--- src/rtl/cop_perf_responder.sv ---
// Coprocessor-side performance responder: CPU register reads/writes,
// seven gated event counters with sticky wrap flags, a counter-0 threshold
// flag, a freeze/resume/clear sequencer, and the active-low CONDINN output.
//
// state  | meaning
// RUN    | counting allowed (still gated by CTRL run/enable bits)
// FROZEN | counters hold their value, strobes ignored
// CLEAR  | zeroing counter k per cycle, k = 0..6, then back to saved state
module cop_perf_responder #(
  parameter int CNT_W   = 32,
  parameter bit RUN_RST = 1'b0
) (
  input  logic        SYSCLK,
  input  logic        RESET1N,
  input  logic [4:0]  CRDADDR,
  input  logic        CRDGEN,
  input  logic        CRDCON,
  input  logic        RHOLD,
  output logic [31:0] CRDDATA,
  input  logic [4:0]  CWRADDR,
  input  logic        CWRGEN,
  input  logic        CWRCON,
  input  logic [31:0] CWRDATA,
  input  logic        CNTINST,
  input  logic        CNTIMISS,
  input  logic        CNTISTALL,
  input  logic        CNTDMISS,
  input  logic        CNTDSTALL,
  input  logic        CNTDLOAD,
  input  logic        CNTDSTORE,
  output logic        CONDINN
);

  typedef enum logic [1:0] {
    ST_RUN    = 2'd0,
    ST_FROZEN = 2'd1,
    ST_CLEAR  = 2'd2
  } state_t;

  state_t           state, state_nxt;
  state_t           ret_state, ret_nxt;
  logic [2:0]       clr_k, k_nxt;
  logic [CNT_W-1:0] cnt [7];
  logic [9:0]       ctrl;
  logic [7:0]       ovf;
  logic [31:0]      thresh;

  logic [6:0]       strb;
  logic             wr_ctrl, wr_ovf, wr_cmd, wr_thr;
  logic             cmd_clr, cmd_frz, cmd_res;
  state_t           base_st, applied_st;
  logic             clearing, count_ok;
  logic [2:0]       clr_idx;
  logic [6:0]       inc, wr_cnt, clr_hit, wrap;
  logic             thr_hit;
  logic [CNT_W-1:0] cnt0_plus;
  logic [31:0]      cnt0_plus_ext;
  logic [31:0]      rd_gen_val, rd_con_val;

  assign strb = {CNTDSTORE, CNTDLOAD, CNTDSTALL, CNTDMISS, CNTISTALL, CNTIMISS, CNTINST};

  // Control-register write decode
  always_comb begin
    wr_ctrl = CWRCON && (CWRADDR == 5'd0);
    wr_ovf  = CWRCON && (CWRADDR == 5'd1);
    wr_cmd  = CWRCON && (CWRADDR == 5'd2);
    wr_thr  = CWRCON && (CWRADDR == 5'd3);
    cmd_clr = wr_cmd && CWRDATA[0];
    cmd_frz = wr_cmd && CWRDATA[1];
    cmd_res = wr_cmd && CWRDATA[2];
  end

  // FSM state register with saved return state and clear index
  always_ff @(posedge SYSCLK or negedge RESET1N) begin
    if (!RESET1N) begin
      state     <= ST_RUN;
      ret_state <= ST_RUN;
      clr_k     <= 3'd0;
    end else begin
      state     <= state_nxt;
      ret_state <= ret_nxt;
      clr_k     <= k_nxt;
    end
  end

  // FSM next state; freeze beats resume, and in CLEAR they only retarget the exit
  always_comb begin
    base_st    = (state == ST_CLEAR) ? ret_state : state;
    applied_st = cmd_frz ? ST_FROZEN : (cmd_res ? ST_RUN : base_st);
    state_nxt  = state;
    ret_nxt    = ret_state;
    k_nxt      = clr_k;
    if (cmd_clr) begin
      state_nxt = ST_CLEAR;
      ret_nxt   = applied_st;
      // a re-issued clear acts as the k=0 cycle itself
      k_nxt     = (state == ST_CLEAR) ? 3'd1 : 3'd0;
    end else if (state == ST_CLEAR) begin
      ret_nxt = applied_st;
      if (clr_k == 3'd6) state_nxt = applied_st;
      else               k_nxt     = clr_k + 3'd1;
    end else begin
      state_nxt = applied_st;
    end
  end

  // FSM outputs: per-counter increment, write, clear and wrap qualifiers
  always_comb begin
    clearing      = (state == ST_CLEAR);
    clr_idx       = (clearing && cmd_clr) ? 3'd0 : clr_k;
    count_ok      = (state == ST_RUN) && ctrl[8];
    inc           = '0;
    wr_cnt        = '0;
    clr_hit       = '0;
    wrap          = '0;
    for (int i = 0; i < 7; i++) begin
      inc[i]     = count_ok && ctrl[i] && strb[i];
      wr_cnt[i]  = CWRGEN && (CWRADDR == 5'(i)) && !clearing;
      clr_hit[i] = clearing && (clr_idx == 3'(i));
      wrap[i]    = inc[i] && !wr_cnt[i] && (cnt[i] == '1);
    end
    cnt0_plus                   = cnt[0] + CNT_W'(1);
    cnt0_plus_ext               = '0;
    cnt0_plus_ext[CNT_W-1:0]    = cnt0_plus;
    thr_hit = inc[0] && !wr_cnt[0] && (thresh != 32'd0) && (cnt0_plus_ext == thresh);
  end

  // Event counters: clear sweep, then CPU write, then increment
  always_ff @(posedge SYSCLK or negedge RESET1N) begin
    if (!RESET1N) begin
      for (int i = 0; i < 7; i++) cnt[i] <= '0;
    end else begin
      for (int i = 0; i < 7; i++) begin
        if (clr_hit[i])     cnt[i] <= '0;
        else if (wr_cnt[i]) cnt[i] <= CWRDATA[CNT_W-1:0];
        else if (inc[i])    cnt[i] <= cnt[i] + CNT_W'(1);
      end
    end
  end

  // Control, threshold and sticky overflow registers; a new set beats W1C
  always_ff @(posedge SYSCLK or negedge RESET1N) begin
    if (!RESET1N) begin
      ctrl   <= {1'b0, RUN_RST, 8'h00};
      ovf    <= 8'h00;
      thresh <= 32'd0;
    end else begin
      if (wr_ctrl) ctrl <= {CWRDATA[9:8], 1'b0, CWRDATA[6:0]};
      if (wr_thr)  thresh <= CWRDATA;
      if (wr_ovf)  ovf <= (ovf & ~CWRDATA[7:0]) | {thr_hit, wrap};
      else         ovf <= ovf | {thr_hit, wrap};
    end
  end

  // Read multiplexers, zero-extending counters to 32 bits
  always_comb begin
    rd_gen_val = '0;
    for (int i = 0; i < 7; i++) begin
      if (CRDADDR == 5'(i)) rd_gen_val[CNT_W-1:0] = cnt[i];
    end
    case (CRDADDR)
      5'd0:    rd_con_val = {22'd0, ctrl};
      5'd1:    rd_con_val = {24'd0, ovf};
      5'd2:    rd_con_val = {30'd0, state};
      5'd3:    rd_con_val = thresh;
      default: rd_con_val = 32'd0;
    endcase
  end

  // Registered read data; hold wins, control space wins over general
  always_ff @(posedge SYSCLK or negedge RESET1N) begin
    if (!RESET1N)                         CRDDATA <= 32'd0;
    else if (!RHOLD && (CRDGEN || CRDCON)) CRDDATA <= CRDCON ? rd_con_val : rd_gen_val;
  end

  // Registered active-low condition back to the CPU
  always_ff @(posedge SYSCLK or negedge RESET1N) begin
    if (!RESET1N) CONDINN <= 1'b1;
    else          CONDINN <= ~(ctrl[9] & (|ovf));
  end

endmodule
--- config.mk ---
export PLATFORM = sky130hd
export DESIGN_NAME = cop_perf_responder
export DESIGN_NICKNAME = d
export VERILOG_FILES = /design/src/rtl/cop_perf_responder.sv
export SDC_FILE = /design/constraint.sdc
export NUM_CORES = 1
export LEC_CHECK = 0
export CORE_ASPECT_RATIO = 1.1
export CORE_MARGIN = 2
export CORE_UTILIZATION = 40
export CTS_BUF_LIST = sky130_fd_sc_hd__clkbuf_8
export CTS_CLUSTER_DIAMETER = 200
export DETAILED_ROUTE_END_ITERATION = 12
export PLACE_DENSITY_LB_ADDON = 0.12
export SLEW_MARGIN = 20
export SYNTH_ARGS = -nofsm -noshare
export SYNTH_HDL_FRONTEND = slang
export SYNTH_SLANG_ARGS = --single-unit
--- constraint.sdc ---
create_clock -name SYSCLK -period 3.2 [get_ports SYSCLK]
set_input_delay 0.32 -clock SYSCLK [delete_from_list [all_inputs] [get_ports SYSCLK]]
set_output_delay 0.32 -clock SYSCLK [all_outputs]
set_load 0.02 [all_outputs]
* Word level (Yosys, flattened, before mapping) *
Index checks and enable logic that the tools add are counted.

storage, ports and cells
  register bits after elaboration = 313
  input bits = 56
  output and inout port bits = 33
  logic and storage cells = 189

cells by class
  add/subtract/negate cells = 8
  equality and inequality tests = 30
  muxes and demuxes = 44
  bitwise gates (word level) = 6
  reductions and logical operators = 86

operators by type and width
  kind                     number
  $mux W32                 29
  $add A32 B1 Y32 const B  7
  $eq A32 B32 Y1 const B   7
  $pmux W32 S4             1
  $logic_and A1 B1 Y1      61
  $eq A32 B32 Y1           1
  $reduce_bool A32 Y1      1
  $eq A5 B3 Y1 const B     6
  $reduce_bool A3 Y1       7
  $eq A5 B2 Y1 const B     4
  $mux W2                  8
  $or A8 B8 Y8             2
  $eq A3 B3 Y1 const B     4
  $mux W3                  4
  $eq A5 B1 Y1 const B     2
  $logic_not A5 Y1         2
  $logic_not A1 Y1         9
  $and A8 B8 Y8            1
  $mux W8                  1
  $not A8 Y8               1
  $reduce_or A8 Y1         1
  $eq A3 B2 Y1 const B     2
  $add A3 B1 Y3 const B    1
  $eq A3 B1 Y1 const B     1
  11 further kinds         11

* Depth between registers and ports, before layout *
  word-level depth = 9
  mapped depth = 11
  mapped depth without buffers = 8

* Worst setup path before layout *
Ideal clock, no wire load.

  path kind = reg2reg
  from = register cnt[192] in the netlist's numbering
  to = register ovf[7]
  setup time = 0.067 ns
  data arrival time = 2.264 ns
  data required time = 3.133 ns
  setup slack = 0.869 ns
  cell stages (with the launch flop) = 10
  path buffers = 1
  clock period less this slack = 2.331 ns
  path through = dfrtp_1 ha_1 clkbuf_2 and4_1 nand4_1 or4_1 o2111ai_1 o22ai_1 nor4_1 a32o_1

between the ends
  cells in the longest elaborated chain, start to end = 5
  elaborated cells on any way between the ends = 6
  those cells by class = 1 x add/sub; 1 x eq/ne; 1 x mux; 2 x bitwise; 1 x reduce/logical

RTL lines
  element                                 line      RTL
  start, declared                         43        logic [CNT_W-1:0] cnt [7];
  start signal, assigned by index         135       else if (wr_cnt[i]) cnt[i] <= CWRDATA[CNT_W-1:0];
  start signal, assigned by index         136       else if (inc[i]) cnt[i] <= cnt[i] + CNT_W'(1);
  $add A32 B1 Y32 (*)                     122       cnt0_plus = cnt[0] + CNT_W'(1);
  $eq A32 B32 Y1 (*)                      125       thr_hit = inc[0] && !wr_cnt[0] && (thresh != 32'd0) && (cnt0_plus_ext == thresh);
  $logic_and A1 B1 Y1 (*)                 125
  $or A8 B8 Y8, on equally long branches  151, 150
  $mux W8 (*)                             150       if (wr_ovf) ovf <= (ovf & ~CWRDATA[7:0]) | {thr_hit, wrap};
  end signal, assigned                    150
  end signal, assigned                    151       else ovf <= ovf | {thr_hit, wrap};
  end, declared                           45        logic [7:0] ovf;

Every way passes the cells marked *; elsewhere a longest branch is shown, timed or not.
A chain may end at the register's enable or synchronous reset.

* Final worst setup path *
Same ends and word-level chain as after synthesis.

==> results.py <==
metrics = {
    "clock_tree": {
        "root_buffer": "clkbuf_8",
        "clkLatencyLatePin_ns": 0.69,
        "post_cts_buffers": 0,
        "cts_sinks": 313,
        "cts_tree": "done",
        "cts-buffers-inserted": 58,
        "htree_levels": 2,
        "clk_path_buf_depth": 3,
        "clkTransAtPathRegs_ns": 0.07,
    },
    "global_routing": {
        "grt_max_degree": 82,
        "track_usage": 0.339,
        "grt_pass1_vias": 18200,
        "grt.overflow.total": 0,
        "antenna_found_initial": 9,
        "grt_pass1_wl_mm": 126,
    },
    "place": {
        "place_area_sq_mm": 0.0215,
        "dpl.hpwl_mm": 61.2,
        "portBuffers": 88,
        "place_congestion": 0.972,
    },
    "synth": {
        "synth-simple-area-share": 0.230,
        "yosysSeqAreaShare": 0.397,
        "synth_area_sq_mm": 0.0197,
        "synthArstFlopShare": 1.00,
        "synth_top_family_by_area": "simple AND/OR/NAND/NOR gates",
        "avgSynthCellArea_sq_um": 8.55,
        "synth.distinct_cells": 79,
        "synth_ff_type": "dfrtp_1",
        "synth_mux_area_frac": 0.0460,
        "synth-edff-count": 0,
        "synth_compound_area_frac": 0.188,
        "synth_top_area_cell": "dfrtp_1",
        "ys_ff_latch": 313,
        "yosysWarnings": 0,
        "syn_nets": 2372,
        "synthCells": 2307,
        "yosys.area_share.xor_xnor": 0.0901,
        "synthAdderAreaFrac": 0.00571,
        "synth_top_area_share": 0.396,
        "synth_area_leaders": "dfrtp_1 40%, a211oi_1 6.8%, nor2_1 6.5%",
    },
    "sta": {
        "fmax_ghz": 0.332,
        "period_needed_ns": 3.01,
        "maxSlewHeadroom": 0.159,
        "skew_ns": 0.0348,
        "final_max_slew_viol_count": 0,
        "fin_tns_setup_ns": 0,
        "tightest_slew_ns": 1.26,
        "hold_viol_final": 0,
        "finalSetupViolations": 0,
        "rsz0062_at_grt": "false",
        "final.period_utilization": 0.941,
        "hold_slack_ns": 0.197,
    },
    "die": {
        "die_h_microns": 237,
        "core_sq_mm": 0.0488,
        "rows": 85,
        "start_util": 0.404,
        "die_x_microns": 216,
        "io_pins": 89,
        "die_area_sq_mm": 0.0511,
    },
    "critical_path": {
        "endpoint_kind": "flop",
        "worstSetupPathType": "flop to flop",
        "cp.required_ns": 3.83,
        "cp_max_fo": 9,
        "cp-start-kind": "flop",
        "cp.arrival_ns": 3.64,
    },
    "outcome": {
        "status": "complete, no violations",
    },
    "detailed_routing": {
        "finalWirelength_mm": 86.3,
        "vias": 19100,
        "ant_nets": 0,
        "wl_per_cell_microns": 28.2,
        "avgViaCountPerCell": 6.24,
        "drc": 0,
        "dr.pass1.iters": 6,
        "drt_iter0_markers": 2173,
    },
    "finish": {
        "nNetsFinal": 2424,
        "layout-drive-gt1-share": 0.119,
        "stdcell_area_sq_mm": 0.0228,
        "final_core_util": 0.467,
        "area_growth_syn_to_layout_pct": 15.5,
    },
    "power_and_ir_drop": {
        "irDropWorstVdd_mv": 0.541,
        "power_leakage_nw": 9.01,
        "powerDensity_mw_per_mm2": 700,
        "power_w": 0.0159,
    },
    "min_path": {
        "hold_path_class": "input port to flop",
    },
    "flow_run": {
        "cap_violations": 0,
    },
}
## sequential cells by signal (all words and copies together) (netlist names)
signal,count
CONDINN,1
thresh,32
state,2
ctrl,9
cnt,224
ovf,8
CRDDATA,32
ret_state,2
clr_k,3
## final timing paths
check / start / endpoint / slack, ns / depth (start not counted)
setup / recovery: cnt[192]$_DFFE_PN0P_ / ovf[7]$_DFF_PN0_ / 0.19 / 8
hold / removal: CWRDATA[24] / cnt[216]$_DFFE_PN0P_ / 0.20 / 3
setup reg to reg: cnt[192]$_DFFE_PN0P_ / ovf[7]$_DFF_PN0_ / 0.19 / 8
hold reg to reg: ret_state[1]$_DFFE_PN0P_ / ret_state[1]$_DFFE_PN0P_ / 0.49 / 2
max in group asynchronous: RESET1N / CRDDATA[22]$_DFFE_PN0P_ / 1.97 / 3
min in group asynchronous: RESET1N / cnt[173]$_DFFE_PN0P_ / 0.26 / 2
## synth_stat cells (9+ instances only)
| master | n |
|---|---|
| a31oi_1 | 33 |
| a21oi_1 | 117 |
| a221oi_1 | 34 |
| and3_1 | 59 |
| nand2_1 | 173 |
| a211oi_1 | 180 |
| buf_1 | 17 |
| a22oi_1 | 30 |
| or3_1 | 15 |
| and2_1 | 13 |
| nand4_1 | 58 |
| nor2_1 | 344 |
| o21ai_0 | 148 |
| mux2_2 | 42 |
| inv_1 | 21 |
| ha_1 | 9 |
| and4_1 | 20 |
| xnor2_1 | 102 |
| nand3_1 | 83 |
| dfrtp_1 | 312 |
| nor3_1 | 43 |
| nor4_1 | 25 |
| xor2_1 | 101 |
| clkbuf_1 | 147 |
| buf_2 | 19 |
| mux2i_1 | 42 |
## worst max-delay path: stages (launching register included)
cell and delay, ns:
dfrtp_1 0.52, ha_1 0.39, and4_1 0.38, nand4_1 0.39
or4_1 0.60, o2111ai_1 0.10, o22ai_1 0.14, nor4_1 0.26
a32o_1 0.21
## cell families after synthesis
kind of cell | after synthesis
buffers and inverters | 213
AND/OR/NAND/NOR | 906
AO/OA/AOI/OAI | 578
multiplexers | 85
flip-flops | 313
adder cells (fa/ha/maj) | 9
XOR/XNOR | 203
## cell usage in the layout (no fill, tap or decap), types with 32 or more instances in the layout
cell type / n
a211oi_1: 180
a21oi_1: 117
a221oi_1: 34
a31oi_1: 33
and3_1: 59
buf_4: 87
clkbuf_8: 79
clkdlybuf4s50_1: 85
dfrtp_1: 312
inv_1: 32
mux2_2: 42
mux2i_1: 42
nand2_1: 167
nand3_1: 82
nand4_1: 58
nor2_1: 344
nor3_1: 42
o21ai_0: 148
xnor2_1: 102
xor2_1: 101
## routing by layer
layer	vias up	share of wire	GRT usage
li1	8450	-	-
met1	9352	0.40	0.449
met2	1001	0.43	0.495
met3	272	0.099	0.0805
met4	12	0.074	0.217
met5	-	0.00088	0
## cell type report
type	instances	area [sq um]
antenna	2	5.00
clock buffer	79	1090
clock inverter	27	175
fill	4788	26000
inverter	21	78.8
multi-input combinational	1781	11100
sequential	313	7830
tap	652	816
timing repair buffer	184	1700
## stage by stage
stage	setup slack, ns	instances
global placement	0.253	2950
finish	0.189	3059
detailed placement	0.187	2950
global route	0.0456	3058
floorplan	0.869	2307
CTS	0.208	3057
## repair_timing
item / 4_1_cts / 5_1_grt
endpoints found under the setup margin: 0 / 1
hold buffers: 1 / 0
endpoints found under the hold margin: 74 / 0
gates resized for setup: 0 / 1
## where the power goes
group / leakage [nW] / total [W] / switching [W] / internal (W)
clock network: 0.710 / 0.00427 / 0.00192 / 0.00235
registers: 3.88 / 0.00759 / 0.00235 / 0.00524
logic: 4.41 / 0.00409 / 0.00212 / 0.00197
total: 9.01 / 0.0159 / 0.00639 / 0.00956
Note: power is estimated with default switching activity, not from simulation.
==> edit 1, RTL diff (same flow settings) <==
Set the parameter `CNT_W` to 28 (it was 32).
--- a/src/rtl/cop_perf_responder.sv
+++ b/src/rtl/cop_perf_responder.sv
@@ -9,3 +9,3 @@
 module cop_perf_responder #(
-  parameter int CNT_W   = 32,
+  parameter int CNT_W   = 28,
   parameter bit RUN_RST = 1'b0
Function: changed (Yosys sat finds a counterexample within 4 cycles, from zero or initial values and one cycle with RESET1N low).
==> edit 1 against the unedited design <==
First-iteration DRC count down 31%. Area after synthesis down 11%. Setup slack better by 0.077 ns. Sequential cell count down 28. Design area down 11%. Power down 12%. Clock skew down 0.0085 ns. Critical path depth down 1. Count of clock-buffer cells in the layout down 8. Wire length down 22%.
==> edit 1: results (changes against the unedited design) <==
| Metric | Value |
|---|---|
| Status | `finished, final reports clean (unchanged)` |
| FFs w/ async S/R, synth | `100% (unchanged)` |
| Worst VDD drop | `320 uV (was 541 uV)` |
| Worst-Skew Late Latency | `0.65 ns (was 0.69 ns)` |
| Routability Congestion | `0.905 (was 0.972)` |
| Port bufs | `88 (unchanged)` |
| Initial DRC count | `1,502 (was 2,173)` |
| Global-route wire length before repair | `100 mm (was 126 mm)` |
| DP HPWL | `48.7 mm (was 61.2 mm)` |
| Pin count of the biggest net entering global routing | `81 (was 82)` |
| Initial antenna violation count | `0 (was 9)` |
| CP Max Fanout | `10 (was 9)` |
| Clock buffers created by TritonCTS | `54 (was 58)` |
| Largest stage delay on the critical path | `0.72 ns (was 0.60 ns)` |
| Layout cells sized above 1 | `12.4% (was 11.9%)` |
| Slowest CP cell | `nor3_2 (was or4_1)` |
| Final setup skew | `0.0263 ns (was 0.0348 ns)` |
| LEAKAGE | `8.01 nW (was 9.01 nW)` |
| DP Worst Slack | `0.363 ns (was 0.187 ns)` |
| TritonRoute pass-1 iters | `6 (unchanged)` |
| Synth cell count leaders | `284 x dfrtp_1, 271 x nor2_1, 226 x nand2_1 (was 344 x nor2_1, 312 x dfrtp_1, 180 x a211oi_1)` |
| Routed WL | `67.1 mm (was 86.3 mm)` |
| Vias in the first global route | `15,300 (was 18,200)` |
| Largest cells by area after synthesis | `dfrtp_1 40%, a211oi_1 7.6%, nor2_1 5.8%, xor2_1 5.7%, xnor2_1 5.4% (was dfrtp_1 40%, a211oi_1 6.8%, nor2_1 6.5%, xnor2_1 4.5%, xor2_1 4.5%)` |
| Class of the worst hold path | `in2async (was in2reg)` |
| Top Registers | `cnt x196, CRDDATA x32, thresh x32 (was cnt x224, CRDDATA x32, thresh x32)` |
| Final Net Count | `2,109 (was 2,424)` |
| Count of different cell masters after synthesis | `73 (was 79)` |
| Post-synthesis sequential area ratio | `40.5% (was 39.7%)` |
| Post-CTS setup buffers | `0 (unchanged)` |
| GRT Total Usage | `29.5% (was 33.9%)` |
| Htree depth | `2 (unchanged)` |
| Syn. warnings | `0 (unchanged)` |
| Post-DR vias/cell | `5.95 (was 6.24)` |
| Reg clk slew, reported paths | `0.06 ns` |
| Syn Inst Count | `1,981 (was 2,307)` |
| Slew headroom | `38.9% (was 15.9%)` |
| Clock Tree Root | `clkbuf_8 (unchanged)` |
| Worst EP arrival | `3.49 ns (was 3.64 ns)` |
| Max clock buf depth | `3 (unchanged)` |
edit 1: metal layers:
metal / part of all wire (%) / global-route usage (%) / up-vias
li1: - / - / 7199
met1: 43 / 39.6 / 7861
met2: 47 / 47.9 / 653
met3: 6.7 / 4.80 / 137
met4: 4.0 / 11.3 / 0
met5: 0 / 0 / -
edit 1: layout make-up:
type	count	area (sq um)
inverter	19	71.3
tap	574	718
fill	4275	23100
clock buffer	71	977
clock inverter	28	115
timing repair buffer	162	1510
antenna	1	2.50
multi-input combinational	1522	9840
sequential	285	7130
edit 1: path summary, 6_finish.rpt:
| check | start | to | slack [ns] | depth (start not counted) |
|---|---|---|---|---|
| max | cnt[175] | ovf[7] | 0.27 | 7 |
| min | RESET1N | cnt[50] | 0.24 | 2 |
| max reg2reg | cnt[175] | ovf[7] | 0.27 | 7 |
| min reg2reg | CRDDATA[22] | CRDDATA[22] | 0.48 | 2 |
| max in group asynchronous | RESET1N | cnt[100] | 2.11 | 3 |
| min in group SYSCLK | CWRDATA[29] | thresh[29] | 0.30 | 2 |
edit 1: critical path: cells and delay by family (launching register included):
kind,cells,cell delay [ns]
flops,1,0.51
compound gates,1,0.22
simple gates,5,1.89
xor+xnor,1,0.22
edit 1: repair_timing:
item	CTS	global route
gates resized for setup	0	1
endpoints found under the hold margin	73	0
hold buffers	1	0
endpoints found under the setup margin	0	1
edit 1: power by group:
group	leakage (nW)	switching (mW)	internal [mW]	total, mW
Combinational	3.84	1.95	1.97	3.92
Sequential	3.52	1.72	4.74	6.45
Clock	0.647	1.67	1.97	3.64
Total	8.01	5.34	8.67	14.0
edit 1: logic make-up after synthesis:
| kind of cell | synth area share (%) |
|---|---|
| flip-flops | 40.5 |
| AND/OR/NAND/NOR | 21.1 |
| adder cells (fa/ha/maj) | 0.640 |
| buffers and inverters | 3.92 |
| multiplexers | 7.35 |
| AO/OA/AOI/OAI | 15.4 |
| XOR/XNOR | 11.1 |
edit 1: through the flow:
| step | std cells | hold WS, ns | instance area (sq um) | power, mW |
|---|---|---|---|---|
| global route | 2661 | 0.285 | 20400 | 14.8 |
| detailed placement | 2561 | 0.384 | 19300 | 10.3 |
| CTS | 2661 | 0.265 | 20400 | 14.0 |
| global placement | 2561 | 0.385 | 19300 | 10.3 |
| finish | 2662 | 0.243 | 20400 | 14.0 |
| floorplan | 1981 | 0.0244 | 17600 | 8.67 |
==> edit 2, RTL diff (same flow settings) <==
Without the edit above. Make the reset (`RESET1N`) synchronous in 5 clocked blocks.
--- a/src/rtl/cop_perf_responder.sv
+++ b/src/rtl/cop_perf_responder.sv
@@ -73,3 +73,3 @@
   // FSM state register with saved return state and clear index
-  always_ff @(posedge SYSCLK or negedge RESET1N) begin
+  always_ff @(posedge SYSCLK) begin
     if (!RESET1N) begin
@@ -128,3 +128,3 @@
   // Event counters: clear sweep, then CPU write, then increment
-  always_ff @(posedge SYSCLK or negedge RESET1N) begin
+  always_ff @(posedge SYSCLK) begin
     if (!RESET1N) begin
@@ -141,3 +141,3 @@
   // Control, threshold and sticky overflow registers; a new set beats W1C
-  always_ff @(posedge SYSCLK or negedge RESET1N) begin
+  always_ff @(posedge SYSCLK) begin
     if (!RESET1N) begin
@@ -170,3 +170,3 @@
   // Registered read data; hold wins, control space wins over general
-  always_ff @(posedge SYSCLK or negedge RESET1N) begin
+  always_ff @(posedge SYSCLK) begin
     if (!RESET1N)                         CRDDATA <= 32'd0;
@@ -176,3 +176,3 @@
   // Registered active-low condition back to the CPU
-  always_ff @(posedge SYSCLK or negedge RESET1N) begin
+  always_ff @(posedge SYSCLK) begin
     if (!RESET1N) CONDINN <= 1'b1;
Check against the original RTL: not equivalent (a bounded check fails within 4 cycles, from zero or initial values and one cycle with RESET1N low; the reset may be asserted at any time).
==> edit 2 against the unedited design <==
Clock skew down 0.0030 ns. Count of clock-buffer cells in the layout down 9. Die area down 2.6%. Setup slack better by 0.13 ns. Hold slack worse by 0.0065 ns. Design area down 3.1%. Wire length down 17%. Core utilization down 0.32 points. Area after synthesis down 2.6%. Critical path depth unchanged. Sequential cell count unchanged. Largest cell class unchanged.
Power is not compared: it rests on default switching activity, and its combinational part moved more than twofold at a synthesized area within 25%.
==> edit 2: results (changes against the unedited design) <==
| Metric | Value |
|---|---|
| Post-synthesis sequential area ratio | `44.3% (was 39.7%)` |
| Post-CTS Resized | `0 (unchanged)` |
| Top Registers | `cnt x224, CRDDATA x32, thresh x32 (unchanged)` |
| Slowest CP cell | `or4_1 (unchanged)` |
| Htree depth | `2 (unchanged)` |
| Slew headroom | `36.4% (was 15.9%)` |
| Largest cells by area after synthesis | `edfxtp_1 35%, dfxtp_1 9.3%, nand2_1 8.5%, o21ai_0 6.7%, xor2_1 5.7% (was dfrtp_1 40%, a211oi_1 6.8%, nor2_1 6.5%, xnor2_1 4.5%, xor2_1 4.5%)` |
| Worst VDD drop | `266 uV` |
| Post-DR vias/cell | `5.93 (was 6.24)` |
| Syn. warnings | `0 (unchanged)` |
| Layout cells sized above 1 | `9.88% (was 11.9%)` |
| Class of the worst hold path | `in2reg (unchanged)` |
| CP Max Fanout | `6 (was 9)` |
| Worst-Skew Late Latency | `0.67 ns (was 0.69 ns)` |
| Initial DRC count | `1,956 (was 2,173)` |
| Status | `finished, final reports clean (unchanged)` |
| Count of different cell masters after synthesis | `61 (was 79)` |
| Hold path start | `RESET1N (was CWRDATA[24])` |
| Post-synth top flop | `edfxtp_1 (was dfrtp_1)` |
| Reg clk slew, reported paths | `0.06 ns` |
| Hold EP | `cnt[3][6] (was cnt[216])` |
| Hold Crit Depth | `2 (was 3)` |
| Max clock buf depth | `3 (unchanged)` |
| DP HPWL | `51.8 mm (was 61.2 mm)` |
| Initial antenna violation count | `0 (was 9)` |
| FF-to-FF setup slack | `0.32 ns (was 0.19 ns)` |
| Final Net Count | `2,276 (was 2,424)` |
| Post-route ant nets | `0 (unchanged)` |
| FFs w/ async S/R, synth | `0% (was 100%)` |
| LEAKAGE | `7.28 nW` |
| Ant. Diodes | `0 (was 2)` |
| Clock Tree Root | `clkbuf_8 (unchanged)` |
| Largest stage delay on the critical path | `0.54 ns (was 0.60 ns)` |
| Area growth, synth to finish | `14.9% (was 15.5%)` |
| Drt wl/cell | `24.8 um (was 28.2 um)` |
| Post-CTS setup buffers | `0 (unchanged)` |
| Pin count of the biggest net entering global routing | `49 (was 82)` |
| TritonRoute pass-1 iters | `6 (unchanged)` |
| Reg-to-Reg Start | `cnt[0][0] (was cnt[192])` |
| Reg2reg end | `ovf[7] (unchanged)` |
| Clock buffers created by TritonCTS | `58 (unchanged)` |
| Setup-failing EPs final | `0 (unchanged)` |
| GRT Total Usage | `28.8% (was 33.9%)` |
| Global-route wire length before repair | `106 mm (was 126 mm)` |
| Worst EP arrival | `3.44 ns (was 3.64 ns)` |
| Port bufs | `88 (unchanged)` |
| Post-synth EDFFs | `224 (was 0)` |
| Final setup skew | `0.0318 ns (was 0.0348 ns)` |
| Routability Congestion | `0.916 (was 0.972)` |
| Synth cell count leaders | `434 x nand2_1, 257 x o21ai_0, 224 x edfxtp_1 (was 344 x nor2_1, 312 x dfrtp_1, 180 x a211oi_1)` |
| R2R cell count | `8 (unchanged)` |
| Synth Net Count | `2,202 (was 2,372)` |
| Vias in the first global route | `16,300 (was 18,200)` |
## edit 2: report_power, final
group | leakage [nW] | internal [mW] | switching [mW]
Clock | 0.656 | 1.96 | 1.84
Sequential | 3.12 | 4.46 | 0.157
Combinational | 3.50 | 0.317 | 0.520
## edit 2: critical path: cells and delay by family (launching register included)
kind | cells | cell delay [ns]
and+or+nand+nor | 4 | 1.57
xor gates and xnor gates | 2 | 0.27
AOI/OAI and AO/OA | 1 | 0.22
adders and majority gates | 1 | 0.26
DFF | 1 | 0.45
## edit 2: layer usage
metal  global-route usage (%)  vias to the layer above  part of all wire (%)
li1                         -                     7874                     -
met1                     39.7                     8414                    43
met2                     44.3                      771                    44
met3                     6.25                      143                   8.6
met4                     10.7                        0                   3.9
met5                        0                        -                     0
## edit 2: how the worst max path moves through the flow
stage / from / end / depth (start not counted)
floorplan: CWRADDR[0] / cnt[4][0] / 6
global placement: CWRADDR[0] / cnt[2][24] / 5
detailed placement: CWRADDR[0] / cnt[2][21] / 5
CTS: cnt[0][0] / ovf[7] / 8
global route: cnt[0][0] / ovf[7] / 8
finish: cnt[0][0] / ovf[7] / 8
## edit 2: layout make-up
type,count,area [sq um]
clock buffers,70,963
clock inverters,36,143
fillers,4646,25500
inverters,22,82.6
multi-input cells,1659,10100
flip-flops and latches,313,8510
well taps,645,807
repair buffers,157,1470
## edit 2: stage by stage
step	std cells	hold WS (ns)	util [%]	area (sq um)	setup WS, ns
final	2902	0.190	46.4	22100	0.317
after global routing	2902	0.167	46.4	22100	0.162
after CTS	2902	0.143	46.4	22100	0.334
after detailed placement	2796	0.448	44.1	21000	0.257
after global placement	2796	0.453	44.1	21000	0.349
after floorplan	2137	0.380	-	19200	0.272
## edit 2: cells by family after synthesis
family | Yosys count | synth area share (%)
flip-flops | 313 | 44.3
adder cells (fa/ha/maj) | 9 | 0.586
multiplexers | 81 | 5.91
AO/OA/AOI/OAI | 465 | 14.1
XOR/XNOR | 232 | 10.6
AND/OR/NAND/NOR | 872 | 21.1
buffers and inverters | 165 | 3.42
